### src/rtl/booth_mult_seq.sv
// booth_mult_seq: iterative radix-2 Booth multiplier, signed or unsigned operands.
// Ports: clk, rst (async, high), flush; in_valid/in_ready with is_signed, in1, in2;
//        out_valid/out_ready with out (2*WIDTH, registered); ovf only when the
//        MULT_OVF_FLAG_EN macro is defined (product does not fit in WIDTH bits).
module booth_mult_seq #(
    parameter int WIDTH = 32
) (
    input  logic               clk,
    input  logic               rst,
    input  logic               flush,
    input  logic               in_valid,
    output logic               in_ready,
    input  logic               is_signed,
    input  logic [WIDTH-1:0]   in1,
    input  logic [WIDTH-1:0]   in2,
    output logic               out_valid,
    input  logic               out_ready,
    output logic [2*WIDTH-1:0] out
`ifdef MULT_OVF_FLAG_EN
    ,
    output logic               ovf
`endif
);

    localparam int W1 = WIDTH + 1;
    localparam int CW = $clog2(W1 + 1);
    localparam logic [CW-1:0] LAST = CW'(W1 - 1);

    typedef enum logic [1:0] {
        S_IDLE,
        S_RUN,
        S_DONE
    } state_t;

    state_t             state_q;
    logic               in_ready_q;
    logic               out_valid_q;
    logic [W1:0]        mcand_q;
    logic [W1:0]        acc_q;
    logic [W1-1:0]      q_q;
    logic               qm1_q;
    logic [CW-1:0]      cnt_q;
    logic [2*WIDTH-1:0] out_q;

    // Operands widened by one bit so unsigned values stay positive
    logic [W1-1:0]      ext1;
    logic [W1-1:0]      ext2;

    // Result of the Booth step for the current cycle
    logic [W1:0]        sum_d;
    logic [W1:0]        acc_d;
    logic [W1-1:0]      q_d;
    logic               qm1_d;
    logic [2*WIDTH-1:0] out_d;

    assign ext1 = {is_signed & in1[WIDTH-1], in1};
    assign ext2 = {is_signed & in2[WIDTH-1], in2};

    // The extra accumulator bit keeps add/subtract of the most
    // negative multiplicand from wrapping.
    always_comb begin
        sum_d = acc_q;
        case ({q_q[0], qm1_q})
            2'b01:   sum_d = acc_q + mcand_q;
            2'b10:   sum_d = acc_q - mcand_q;
            default: sum_d = acc_q;
        endcase
        {acc_d, q_d, qm1_d} = {sum_d[W1], sum_d, q_q};
        out_d = {acc_d[WIDTH-2:0], q_d};
    end

`ifdef MULT_OVF_FLAG_EN
    logic sgn_q;
    logic ovf_q;
    logic ovf_d;
    logic [WIDTH:0] hi_s;

    assign hi_s = out_d[2*WIDTH-1:WIDTH-1];

    always_comb begin
        if (sgn_q)
            ovf_d = !((&hi_s) || !(|hi_s));
        else
            ovf_d = |out_d[2*WIDTH-1:WIDTH];
    end

    always_ff @(posedge clk or posedge rst) begin
        if (rst) begin
            sgn_q <= 1'b0;
            ovf_q <= 1'b0;
        end else if (!flush) begin
            if (state_q == S_IDLE && in_valid)
                sgn_q <= is_signed;
            if (state_q == S_RUN && cnt_q == LAST)
                ovf_q <= ovf_d;
        end
    end

    assign ovf = ovf_q;
`endif

    always_ff @(posedge clk or posedge rst) begin
        if (rst) begin
            state_q     <= S_IDLE;
            in_ready_q  <= 1'b1;
            out_valid_q <= 1'b0;
            mcand_q     <= '0;
            acc_q       <= '0;
            q_q         <= '0;
            qm1_q       <= 1'b0;
            cnt_q       <= '0;
            out_q       <= '0;
        end else if (flush) begin
            state_q     <= S_IDLE;
            in_ready_q  <= 1'b1;
            out_valid_q <= 1'b0;
        end else begin
            case (state_q)
                S_IDLE: begin
                    if (in_valid) begin
                        mcand_q    <= {ext1[W1-1], ext1};
                        q_q        <= ext2;
                        acc_q      <= '0;
                        qm1_q      <= 1'b0;
                        cnt_q      <= '0;
                        in_ready_q <= 1'b0;
                        state_q    <= S_RUN;
                    end
                end
                S_RUN: begin
                    acc_q <= acc_d;
                    q_q   <= q_d;
                    qm1_q <= qm1_d;
                    cnt_q <= cnt_q + 1'b1;
                    if (cnt_q == LAST) begin
                        out_q       <= out_d;
                        out_valid_q <= 1'b1;
                        state_q     <= S_DONE;
                    end
                end
                S_DONE: begin
                    if (out_ready) begin
                        out_valid_q <= 1'b0;
                        in_ready_q  <= 1'b1;
                        state_q     <= S_IDLE;
                    end
                end
                default: begin
                    state_q     <= S_IDLE;
                    in_ready_q  <= 1'b1;
                    out_valid_q <= 1'b0;
                end
            endcase
        end
    end

    assign in_ready  = in_ready_q;
    assign out_valid = out_valid_q;
    assign out       = out_q;

endmodule
### config.mk
export PLATFORM = sky130hd
export DESIGN_NAME = booth_mult_seq
export DESIGN_NICKNAME = d
export VERILOG_FILES = /design/src/rtl/booth_mult_seq.sv
export SDC_FILE = /design/constraint.sdc
export NUM_CORES = 1
export LEC_CHECK = 0
export ABC_AREA = 1
export CORE_ASPECT_RATIO = 0.5
export CORE_MARGIN = 5
export CORE_UTILIZATION = 25
export CTS_BUF_LIST = sky130_fd_sc_hd__clkbuf_8
export CTS_CLUSTER_SIZE = 24
export DETAILED_ROUTE_END_ITERATION = 16
export GPL_TIMING_DRIVEN = 0
export PLACE_DENSITY = 0.4
export RECOVER_POWER = 100
export REMOVE_ABC_BUFFERS = 1
export SYNTH_ARGS = -nofsm -noshare
export SYNTH_HDL_FRONTEND = slang
export SYNTH_SLANG_ARGS = --single-unit
### constraint.sdc
create_clock -name clk -period 16.6 [get_ports clk]
set_input_delay 3.32 -clock clk [delete_from_list [all_inputs] [get_ports clk]]
set_output_delay 3.32 -clock clk [all_outputs]
set_load 0.02 [all_outputs]
After elaboration in Yosys (flattened, before gate mapping)
Index checks and enable logic that the tools add are counted.
{"block": "totals", "ff_bits": 175, "in_bits": 70, "out_inout_bits": 66, "wordCells": 55}
{"block": "op_classes", "addsub": 3, "n_eq_ne": 11, "mux": 21, "bitwise_logic": 3, "n_reduce_logical": 8}
{"op": "$pmux 34 s2", "count": 2}
{"op": "$pmux 33 s2", "count": 1}
{"op": "$add 34x34->34", "count": 1}
{"op": "$mux 34", "count": 1}
{"op": "$sub 34x34->34", "count": 1}
{"op": "$mux 33", "count": 1}
{"op": "$reduce_and 3->1", "count": 6}
{"op": "$pmux 6 s2", "count": 1}
{"op": "$ne 3x3->1 const B", "count": 3}
{"op": "$mux 2", "count": 4}
{"op": "$add 6x1->6 const B", "count": 1}
{"op": "$eq 6x6->1 const B", "count": 1}
{"op": "$mux 1", "count": 6}
{"op": "$mux 6", "count": 1}
{"op": "$ne 2x2->1 const B", "count": 3}
{"op": "$pmux 1 s3", "count": 2}
{"op": "$pmux 2 s3", "count": 1}
{"op": "$eq 2x1->1 const B", "count": 2}
{"op": "$eq 2x2->1 const B", "count": 2}
{"op": "$and 1x1->1", "count": 2}
{"op": "$logic_not 2->1", "count": 1}
{"op": "$pmux 1 s2", "count": 1}
{"op": "$reduce_bool 2->1", "count": 1}
{"op": "$not 1->1", "count": 1}

Depth between registers and ports, before layout
Gate-level depths: netlist (run 1).
{"block": "depth", "ltp_word": 4, "mapped_depth": 25, "ltp_nobuf": 25}

Least setup slack after synthesis (run 1)
OpenSTA, ideal clock, no wires.
{"block": "synth_timing", "path_kind": "input -> register", "from": "input port flush", "to": "register q_q[0]", "setup_ns": 0.131, "arrival_ns": 4.197, "required_ns": 16.469, "setup_slack_ns": 12.272, "stages": 9, "n_path_buf": 2, "cell_sequence": "inv_1 nand2_1 nor2_2 nor2_4 inv_2 buf_4 buf_2 o211ai_1 o21ai_0"}
{"block": "synth_via", "elab_chain_cells": 2}
{"item": "start: declaration", "line_no": "10", "rtl": "input logic flush,"}
{"item": "$not 1->1 (no line)"}
{"item": "$reduce_and 3->1 (no line)"}
{"item": "end signal: assignment", "line_no": "122", "rtl": "q_q <= ext2;"}
{"item": "end signal: assignment", "line_no": "132", "rtl": "q_q <= q_d;"}
{"item": "end: declaration", "line_no": "40", "rtl": "logic [W1-1:0] q_q;"}
No other way between the ends.
A chain may end at the register's enable or synchronous reset.

Final worst setup path (run 1)
{"block": "layout_timing", "from": "input port flush", "to": "register out_q[31] (netlist: out[31])"}
{"block": "layout_via", "elab_chain_cells": 2}
{"item": "$not 1->1 (no line)"}
{"item": "$reduce_and 3->1 (no line)"}
{"item": "end signal: assignment", "line_no": "136", "rtl": "out_q <= out_d;"}
{"item": "end: declaration", "line_no": "43", "rtl": "logic [2*WIDTH-1:0] out_q;"}
No other way between the ends.

==> flow_metrics.py, run 1 <==
metrics = {
    "final_layout": {
        "drive_above_1_share": 0.03493,
        "syn_to_final_growth_pct": 22.14,
        "utilization": 0.3083,
        "final_design_area_no_fill_um2": 12900,
        "fillers": 4627,
        "layout_commonest_cell": "nand2_1",
        "final_cells": 2209,
        "final_cell_mix": "nand2_1 (564), inv_1 (209), dfrtp_1 (173), o21ai_0 (134), nor2_1 (93)",
        "antenna_cells": 0,
        "finalNetCount": 1727,
    },
    "sta": {
        "max_freq_ghz": 0.09334,
        "period_minus_slack_ns": 10.71,
        "min_period_over_period": 0.6454,
        "drv_slew": 253,
        "slew_headroom": -2.181,
        "setup_viol": 0,
        "tightest_slew_ns": 4.745,
        "fin_skew_ns": 0.01525,
        "rsz0062_at_grt": "false",
        "hold_viol": 0,
        "setup_tns_ns": 0,
    },
    "drt": {
        "initialDrtViolationCount": 528,
        "wl_per_cell_um": 15.33,
        "routed_wl_um": 33870,
        "drcViolationCount": 0,
        "vias": 9459,
        "vias_per_cell": 4.282,
        "first_pass_iters": 4,
        "ant_nets": 0,
    },
    "worst_setup_path": {
        "cp_cell_sequence": "dlygate4sd3_1, nor2_1, inv_1, nor2_1, clkinvlp_2, buf_16, nand2_1, o21ai_0",
        "path_class": "in2reg",
        "worst_path_max_delay_cell": "nor2_1",
        "worst-path-max-fanout": 87,
        "critPathMostFrequentCell": "nor2_1",
        "cp_slowest_stage_delay_ns": 1.79,
        "crit_required_ns": 16.95,
        "critPathCaptureType": "register",
        "start_kind": "input port",
        "critical_path_arrival_ns": 11.07,
    },
    "outcome": {
        "outcome": "complete, but fails checks",
        "violations": "capacitance limit, slew limit",
    },
    "clocking": {
        "post_cts_buffers": 0,
        "ctsHoldBuffers": 0,
        "max-clock-path-buffers": 2,
        "htree_levels": 4,
        "cts_made_buffers": 17,
        "cts_tree": "yes",
        "clkSinkCount": 174,
        "cts_root_buf": "clkbuf_8",
        "cts-resized-gates": 0,
        "insertion_delay_ns": 0.49,
        "cts.clk_slew.worst_paths_ns": 0.10,
    },
    "global_routing": {
        "grt_max_degree": 100,
        "grt_pass1_wl_um": 54030,
        "first_global_vias": 9441,
        "overflow": 0,
        "grt_use_total": 0.1477,
        "antenna_found_initial": 0,
    },
    "floorplanning": {
        "die-area_um2": 46700,
        "ioPinCount": 136,
        "initial_core_util": 0.2524,
        "core_um2": 41840,
        "rows": 53,
        "fp.dieH_um": 155.3,
        "dieWidth_um": 300.7,
    },
    "power": {
        "p_leak_nw": 6.655,
        "p_per_area_nw_per_um2": 122.7,
        "irDropWorstVdd_mv": 0.04244,
    },
    "synth": {
        "ys_types": 38,
        "synth-main-ff-cell": "dfrtp_1",
        "yosysSeqAreaShare": 0.4124,
        "netlist_area_um2": 10560,
        "avgSynthCellArea_um2": 6.993,
        "ys_ff_latch": 174,
        "synthCells": 1510,
        "async_flop_share": 1.000,
        "synth_warnings": 0,
        "synth_edf_count": 0,
    },
    "job": {
        "drv_cap": 5,
    },
    "placement": {
        "gp_congestion": 0.8749,
        "dpl.hpwl_um": 25180,
        "dp_cells": 2177,
        "io_buffers": 135,
        "placed_area_um2": 12570,
    },
    "min_path": {
        "hold_class": "reg2reg",
    },
}
==> state kept, by name (all words and copies together), names as in the netlist <==
register and flops:
acc_q 33, cnt_q 6, in_ready 1, mcand_q 33, out 64, out_valid 1, q_q 33, qm1_q 1
state_q 2
==> cells in the mapped netlist (5+ instances only) <==
cell type,count,area [µm²]
nand3_1,79,395.4
buf_2,8,40.04
nor3_1,7,35.03
nor2_1,89,334.1
buf_1,6,22.52
nand2_1,564,2117
o211ai_1,35,262.8
a21oi_1,38,190.2
nand4_1,6,37.54
inv_1,207,777.0
inv_2,5,18.77
xnor2_1,11,96.34
or2_2,10,62.56
clkbuf_1,35,131.4
xor2_1,29,254.0
nand3b_1,5,37.54
o21ai_1,23,115.1
ha_1,37,462.9
dfrtp_1,173,4329
o21ai_0,113,565.5
==> layout make-up <==
cell class | instances | area, µm² | share of cell area
multi-input cells | 1073 | 5170 | 0.4008
flip-flops and latches | 174 | 4355 | 0.3377
repair buffers | 140 | 1458 | 0.1130
inverters | 213 | 803.3 | 0.06228
well taps | 577 | 721.9 | 0.05597
clock buffers | 19 | 261.5 | 0.02027
clock inverters | 13 | 128.9 | 0.009991
==> report_power, final <==
group	internal [mW]	total (mW)	switching [mW]
clock network	0.130	0.310	0.180
logic	0.247	0.738	0.491
registers	0.487	0.534	0.0473
==> logic make-up (layout without fill, tap and decap cells) <==
family                     count (synthesis)  in the layout  share of synthesized area
xor gates and xnor gates                  40             40                    0.03317
adders and majority gates                 38             38                    0.04573
muxes                                      2              2                   0.001896
and+or+nand+nor                          773            773                     0.2972
DFF                                      174            174                     0.4124
AOI/OAI and AO/OA                        220            220                     0.1148
buffers and inverters                    263            385                    0.09479
==> critical path, delay by kind of cell <==
family / cells / cell delay [ns]
AOI/OAI and AO/OA: 1 / 0.08
buffers and inverters: 4 / 3.87
and+or+nand+nor: 3 / 3.67
==> per-layer routing <==
layer	part of all wire	GRT usage
met1	0.50	0.2068
met2	0.46	0.2436
met3	0.030	0.02343
met4	0.011	0.03057
met5	0	0
==> per-stage QoR <==
stage	hold WS, ns	worst slack (ns)	power, mW
after global routing	0.5072	5.205	1.737
after CTS	0.4876	10.11	1.610
final	0.4788	5.887	1.583
after global placement	0.4642	5.460	1.289
after floorplan	0.4376	8.565	1.049
after detailed placement	0.4650	9.583	1.287
==> worst paths after layout <==
check,from,to,slack [ns],depth (start not counted)
worst max-delay path,flush,out[31]$_DFFE_PP0P_,5.89,8
worst min-delay path,out[61]$_DFFE_PP0P_,out[61]$_DFFE_PP0P_,0.48,2
worst max register to register,state_q[1]$_DFFE_PP0P_,out[31]$_DFFE_PP0P_,8.63,9
worst min register to register,out[61]$_DFFE_PP0P_,out[61]$_DFFE_PP0P_,0.48,2
max in group asynchronous,rst,acc_q[24]$_DFFE_PP0P_,9.77,2
min in group asynchronous,rst,out[26]$_DFFE_PP0P_,4.71,2
No activity file was read; power rests on OpenSTA's default activity.
==> run 2: changes to the inputs <==
--- a/config.mk
+++ b/config.mk
@@ -13,7 +13,7 @@
 export CTS_CLUSTER_SIZE = 24
 export DETAILED_ROUTE_END_ITERATION = 16
 export GPL_TIMING_DRIVEN = 0
-export PLACE_DENSITY = 0.4
+export PLACE_DENSITY = 0.42
 export RECOVER_POWER = 100
 export REMOVE_ABC_BUFFERS = 1
 export SYNTH_ARGS = -nofsm -noshare
==> constraint.sdc (replaced) <==
create_clock -name clk -period 9.4 [get_ports clk]
set_input_delay 1.88 -clock clk [delete_from_list [all_inputs] [get_ports clk]]
set_output_delay 1.88 -clock clk [all_outputs]
set_load 0.02 [all_outputs]
==> run 2 against run 1 <==
Compared with the run above: critical path depth unchanged; final cell count about the same; final area down 0.16%; the run still ends with capacitance limit, slew limit left; die area unchanged; count of clock-buffer cells in the layout down 2; critical endpoint is now out[9]$_DFFE_PP0P_; largest power group unchanged; first-iteration DRC count up 1.5%; setup slack worse by 3.2 ns; utilization down 0.051 points; flip-flop and latch count unchanged; total power up 75%; register-to-register slack worse by 5.3 ns.
==> flow_metrics.py, run 2 (same netlist as run 1, synthesis figures left out) <==
metrics = {
    "drt": {
        "drcViolationCount": 0,
        "wl_per_cell_um": 15.04,
        "routed_wl_um": 33210,
        "initialDrtViolationCount": 536,
        "first_pass_iters": 5,
        "ant_nets": 0,
        "vias_per_cell": 4.259,
        "vias": 9404,
    },
    "floorplanning": {
        "die-area_um2": 46700,
        "ioPinCount": 136,
        "rows": 53,
        "initial_core_util": 0.2524,
        "fp.dieH_um": 155.3,
        "core_um2": 41840,
        "dieWidth_um": 300.7,
    },
    "final_layout": {
        "layout_commonest_cell": "nand2_1",
        "utilization": 0.3077,
        "final_design_area_no_fill_um2": 12880,
        "syn_to_final_growth_pct": 21.94,
        "largest_register_ffs": 64,
        "regArea_um2": 4355,
        "multi_input_area_um2": 5185,
        "fillers": 4607,
        "drive_above_1_share": 0.03556,
        "finalNetCount": 1726,
        "final_cell_mix": "nand2_1 (564), inv_1 (209), dfrtp_1 (173), o21ai_0 (134), nor2_1 (91)",
        "antenna_cells": 0,
    },
    "worst_setup_path": {
        "crit_required_ns": 9.78,
        "path_class": "in2reg",
        "worst_path_max_delay_cell": "nor2_1",
        "start_kind": "input port",
        "cp_slowest_stage_delay_ns": 1.69,
        "cp_cell_sequence": "dlygate4sd3_1, nor2_1, inv_1, nor2_4, inv_4, buf_16, nand2_1, o21ai_0",
        "crit_family": "simple AND/OR/NAND/NOR gates",
        "critPathCaptureType": "register",
        "crit_buf_inv": 4,
        "worstReg2RegStart": "state_q[1]$_DFFE_PP0P_",
        "worst-path-max-fanout": 89,
        "critical_path_arrival_ns": 7.10,
        "crit_path_start": "flush",
    },
    "global_routing": {
        "antenna_found_initial": 1,
        "grt_pass1_wl_um": 52930,
        "overflow": 0,
        "grt_max_degree": 113,
        "first_global_vias": 9431,
        "grt_use_total": 0.1447,
    },
    "job": {
        "drv_cap": 3,
    },
    "sta": {
        "drv_slew": 124,
        "min_period_over_period": 0.7146,
        "whs_ns": 0.4790,
        "max_freq_ghz": 0.1489,
        "rsz0062_at_grt": "false",
        "slew_headroom": -1.034,
        "tightest_slew_ns": 3.034,
        "fin_skew_ns": 0.01553,
        "setup_ws_ns": 2.683,
        "setup_viol": 0,
        "hold_viol": 0,
        "period_minus_slack_ns": 6.717,
    },
    "placement": {
        "placed_area_um2": 12550,
        "pre_cts_slack_ns": 3.790,
        "io_buffers": 135,
        "dpl.hpwl_um": 24770,
        "gp_congestion": 0.8456,
    },
    "clocking": {
        "cts_made_buffers": 17,
        "cts_root_buf": "clkbuf_8",
        "insertion_delay_ns": 0.50,
        "cts_tree": "yes",
        "cts-resized-gates": 0,
        "clkSinkCount": 174,
        "ctsHoldBuffers": 0,
        "cts.clk_slew.worst_paths_ns": 0.10,
        "max-clock-path-buffers": 2,
        "post_cts_buffers": 0,
        "htree_levels": 4,
    },
    "power": {
        "p_per_area_nw_per_um2": 215.2,
        "irDropWorstVdd_mv": 0.08899,
        "p_leak_nw": 6.647,
    },
    "min_path": {
        "holdCritStartpoint": "cnt_q[5]$_DFFE_PP0P_",
        "hold_class": "reg2reg",
    },
    "outcome": {
        "violations": "capacitance limit, slew limit",
        "outcome": "complete, but fails checks",
    },
}
==> run 2: changes by cell type in the layout (fill, tap and decap cells not counted), sizes merged <==
cell	previous run	this run
clkbuf	20	18
clkinvlp	6	4
inv	216	218
buf	4	3
clkinv	3	5
==> run 2: final cells by class <==
| type | instances | area share |
|---|---|---|
| flip-flops and latches | 174 | 0.3382 |
| multi-input cells | 1073 | 0.4026 |
| clock inverters | 15 | 0.01079 |
| clock buffers | 17 | 0.01817 |
| well taps | 577 | 0.05606 |
| repair buffers | 139 | 0.1116 |
| inverters | 213 | 0.06248 |
==> run 2: worst register-to-register path, delay by kind of cell, from the launching register on <==
family / cells / cell delay, ns
AOI/OAI and AO/OA: 1 / 0.08
DFF: 1 / 0.43
buffers and inverters: 4 / 1.88
and+or+nand+nor: 4 / 3.54
==> run 2: path summary, 6_finish.rpt <==
| path | to | slack [ns] | cells past startpoint |
|---|---|---|---|
| max | out[9]$_DFFE_PP0P_ | 2.68 | 8 |
| max in group asynchronous | acc_q[31]$_DFFE_PP0P_ | 5.24 | 3 |
| min | cnt_q[5]$_DFFE_PP0P_ | 0.48 | 1 |
| min reg2reg | cnt_q[5]$_DFFE_PP0P_ | 0.48 | 1 |
| max reg2reg | out[9]$_DFFE_PP0P_ | 3.36 | 9 |
| min in group asynchronous | out[34]$_DFFE_PP0P_ | 2.69 | 2 |
==> run 2: metal layers <==
metal,track usage,wire (µm),up-vias
met5,0,20,-
met4,0.02529,252,2
met1,0.2009,16550,4349
met2,0.2403,15560,83
met3,0.02608,823,14
li1,-,-,4956
==> run 2: where the power goes <==
part / internal (mW) / switching (mW)
Clock: 0.214 / 0.324
Sequential: 0.860 / 0.0859
Combinational: 0.435 / 0.852
Total: 1.51 / 1.26
==> run 2: stage by stage <==
step,total power [mW],setup TNS [ns],std cells
6_report,2.771,0,2208
5_1_grt,3.033,0,2208
4_1_cts,2.818,0,2208
3_5_place_dp,2.260,0,2176
3_3_place_gp,2.261,-43.74,2172
2_1_floorplan,1.852,0,1460
==> run 3: changes to the inputs <==
==> constraint.sdc (replaced) <==
create_clock -name clk -period 5.67 [get_ports clk]
set_input_delay 1.134 -clock clk [delete_from_list [all_inputs] [get_ports clk]]
set_output_delay 1.134 -clock clk [all_outputs]
set_load 0.02 [all_outputs]
==> run 3 against run 2 <==
Compared with the run above: the run still ends with capacitance limit, slew limit left; highest routed layer unchanged; die area unchanged; count of clock-buffer cells in the layout is the same; clock skew shrank 0.0033 ns; clock power up 66%; critical endpoint unchanged; routed wire length barely moved.
==> flow_metrics.py, run 3 (same netlist as run 1, synthesis figures left out) <==
metrics = {
    "drt": {
        "wl_per_cell_um": 15.03,
        "initialDrtViolationCount": 556,
        "ant_nets": 0,
        "vias": 9422,
        "routed_wl_um": 33200,
        "first_pass_iters": 4,
        "vias_per_cell": 4.267,
        "drcViolationCount": 0,
    },
    "power": {
        "p_leak_nw": 6.649,
        "total_power_mw": 4.598,
        "irDropWorstVdd_mv": 0.1479,
        "p_per_area_nw_per_um2": 356.8,
    },
    "floorplanning": {
        "fp.dieH_um": 155.3,
        "core_um2": 41840,
        "dieWidth_um": 300.7,
        "rows": 53,
        "initial_core_util": 0.2524,
        "ioPinCount": 136,
        "die-area_um2": 46700,
    },
    "sta": {
        "drv_slew": 116,
        "min_period_over_period": 0.8558,
        "period_minus_slack_ns": 4.852,
        "setup_viol": 0,
        "tightest_slew_ns": 3.034,
        "hold_viol": 0,
        "whs_ns": 0.4784,
        "fin_skew_ns": 0.01224,
        "max_freq_ghz": 0.2061,
        "slew_headroom": -1.034,
        "setup_ws_ns": 0.8179,
        "rsz0062_at_grt": "false",
    },
    "worst_setup_path": {
        "crit_buf_inv": 4,
        "critPathCaptureType": "register",
        "worst-path-max-fanout": 89,
        "r2r_slack_ns": 0.82,
        "critPathMostFrequentCell": "nor2_4",
        "path_class": "reg2reg",
        "cp_cell_sequence": "nor2_4, inv_1, nor2_4, inv_2, nor2_2, inv_4, buf_16, nand2_1, o21ai_0",
        "crit_family": "simple AND/OR/NAND/NOR gates",
        "cp_slowest_stage_delay_ns": 1.19,
        "crit_required_ns": 6.06,
        "worst_path_max_delay_cell": "nor2_2",
        "start_kind": "register",
        "critical_path_arrival_ns": 5.24,
    },
    "global_routing": {
        "overflow": 0,
        "first_global_vias": 9431,
        "grt_max_degree": 113,
        "antenna_found_initial": 1,
        "grt_use_total": 0.1447,
        "met2_usage": 0.2403,
        "use_met3": 0.02608,
        "grt_pass1_wl_um": 52930,
        "use_met1": 0.2009,
        "grt.busiest_layer": "met2",
    },
    "clocking": {
        "insertion_delay_ns": 0.51,
        "ctsHoldBuffers": 0,
        "cts-resized-gates": 0,
        "cts.clk_slew.worst_paths_ns": 0.10,
        "htree_levels": 4,
        "max-clock-path-buffers": 2,
        "cts_made_buffers": 17,
        "clkSinkCount": 174,
        "cts_tree": "yes",
        "post_cts_buffers": 0,
        "cts_root_buf": "clkbuf_8",
    },
    "final_layout": {
        "syn_to_final_growth_pct": 22.03,
        "final_cells": 2208,
        "finalNetCount": 1726,
        "antenna_cells": 0,
        "largest_register_ffs": 64,
        "layout_commonest_cell": "nand2_1",
        "final_cell_mix": "nand2_1 (565), inv_1 (209), dfrtp_1 (173), o21ai_0 (131), nor2_1 (91)",
        "drive_above_1_share": 0.03556,
        "utilization": 0.3080,
    },
    "placement": {
        "pre_cts_slack_ns": 0.8056,
        "dpl.hpwl_um": 24770,
        "io_buffers": 135,
        "gp_congestion": 0.8456,
        "dp_cells": 2176,
    },
    "job": {
        "drv_cap": 2,
    },
    "outcome": {
        "violations": "capacitance limit, slew limit",
        "outcome": "complete, but fails checks",
    },
    "min_path": {
        "hold_class": "reg2reg",
    },
}
## run 3: layout make-up
type | count | area (µm²)
fillers | 4605 | 28960
multi-input cells | 1073 | 5177
flip-flops and latches | 174 | 4355
repair buffers | 139 | 1454
inverters | 213 | 804.5
well taps | 577 | 721.9
clock buffers | 17 | 234.0
clock inverters | 15 | 138.9
## run 3: routing by layer
layer / vias up / part of all wire
li1: 4958 / -
met3: 14 / 0.029
met5: - / 0.00060
met1: 4341 / 0.50
met2: 107 / 0.47
met4: 2 / 0.0076
## run 3: final timing paths
kind,from,to,cells after the start
setup / recovery,state_q[1]$_DFFE_PP0P_,out[9]$_DFFE_PP0P_,9
hold / removal,cnt_q[5]$_DFFE_PP0P_,cnt_q[5]$_DFFE_PP0P_,1
setup reg to reg,state_q[1]$_DFFE_PP0P_,out[9]$_DFFE_PP0P_,9
hold reg to reg,cnt_q[5]$_DFFE_PP0P_,cnt_q[5]$_DFFE_PP0P_,1
max in group asynchronous,rst,acc_q[30]$_DFFE_PP0P_,3
min in group asynchronous,rst,mcand_q[3]$_DFFE_PP0P_,2
## run 3: worst register-to-register path, delay by kind of cell (launching register included)
kind | cells | cell delay (ns)
AO/OA/AOI/OAI | 1 | 0.08
buffers and inverters | 4 | 1.43
AND/OR/NAND/NOR | 4 | 2.78
flip-flops | 1 | 0.43
## run 3: metrics by stage
stage                     TNS (ns)  instance area [µm²]
after floorplan             -31.00                10360
after global placement     -561.54                12430
after detailed placement         0                12550
after CTS                        0                12920
after global routing             0                12890
final                            0                12890
## run 3: report_power, final
group | leakage, nW | total, mW | switching (mW) | internal, mW
clock network | 0.191 | 0.894 | 0.540 | 0.354
registers | 2.19 | 1.57 | 0.142 | 1.43
logic | 4.26 | 2.14 | 1.41 | 0.728
total | 6.65 | 4.60 | 2.09 | 2.51
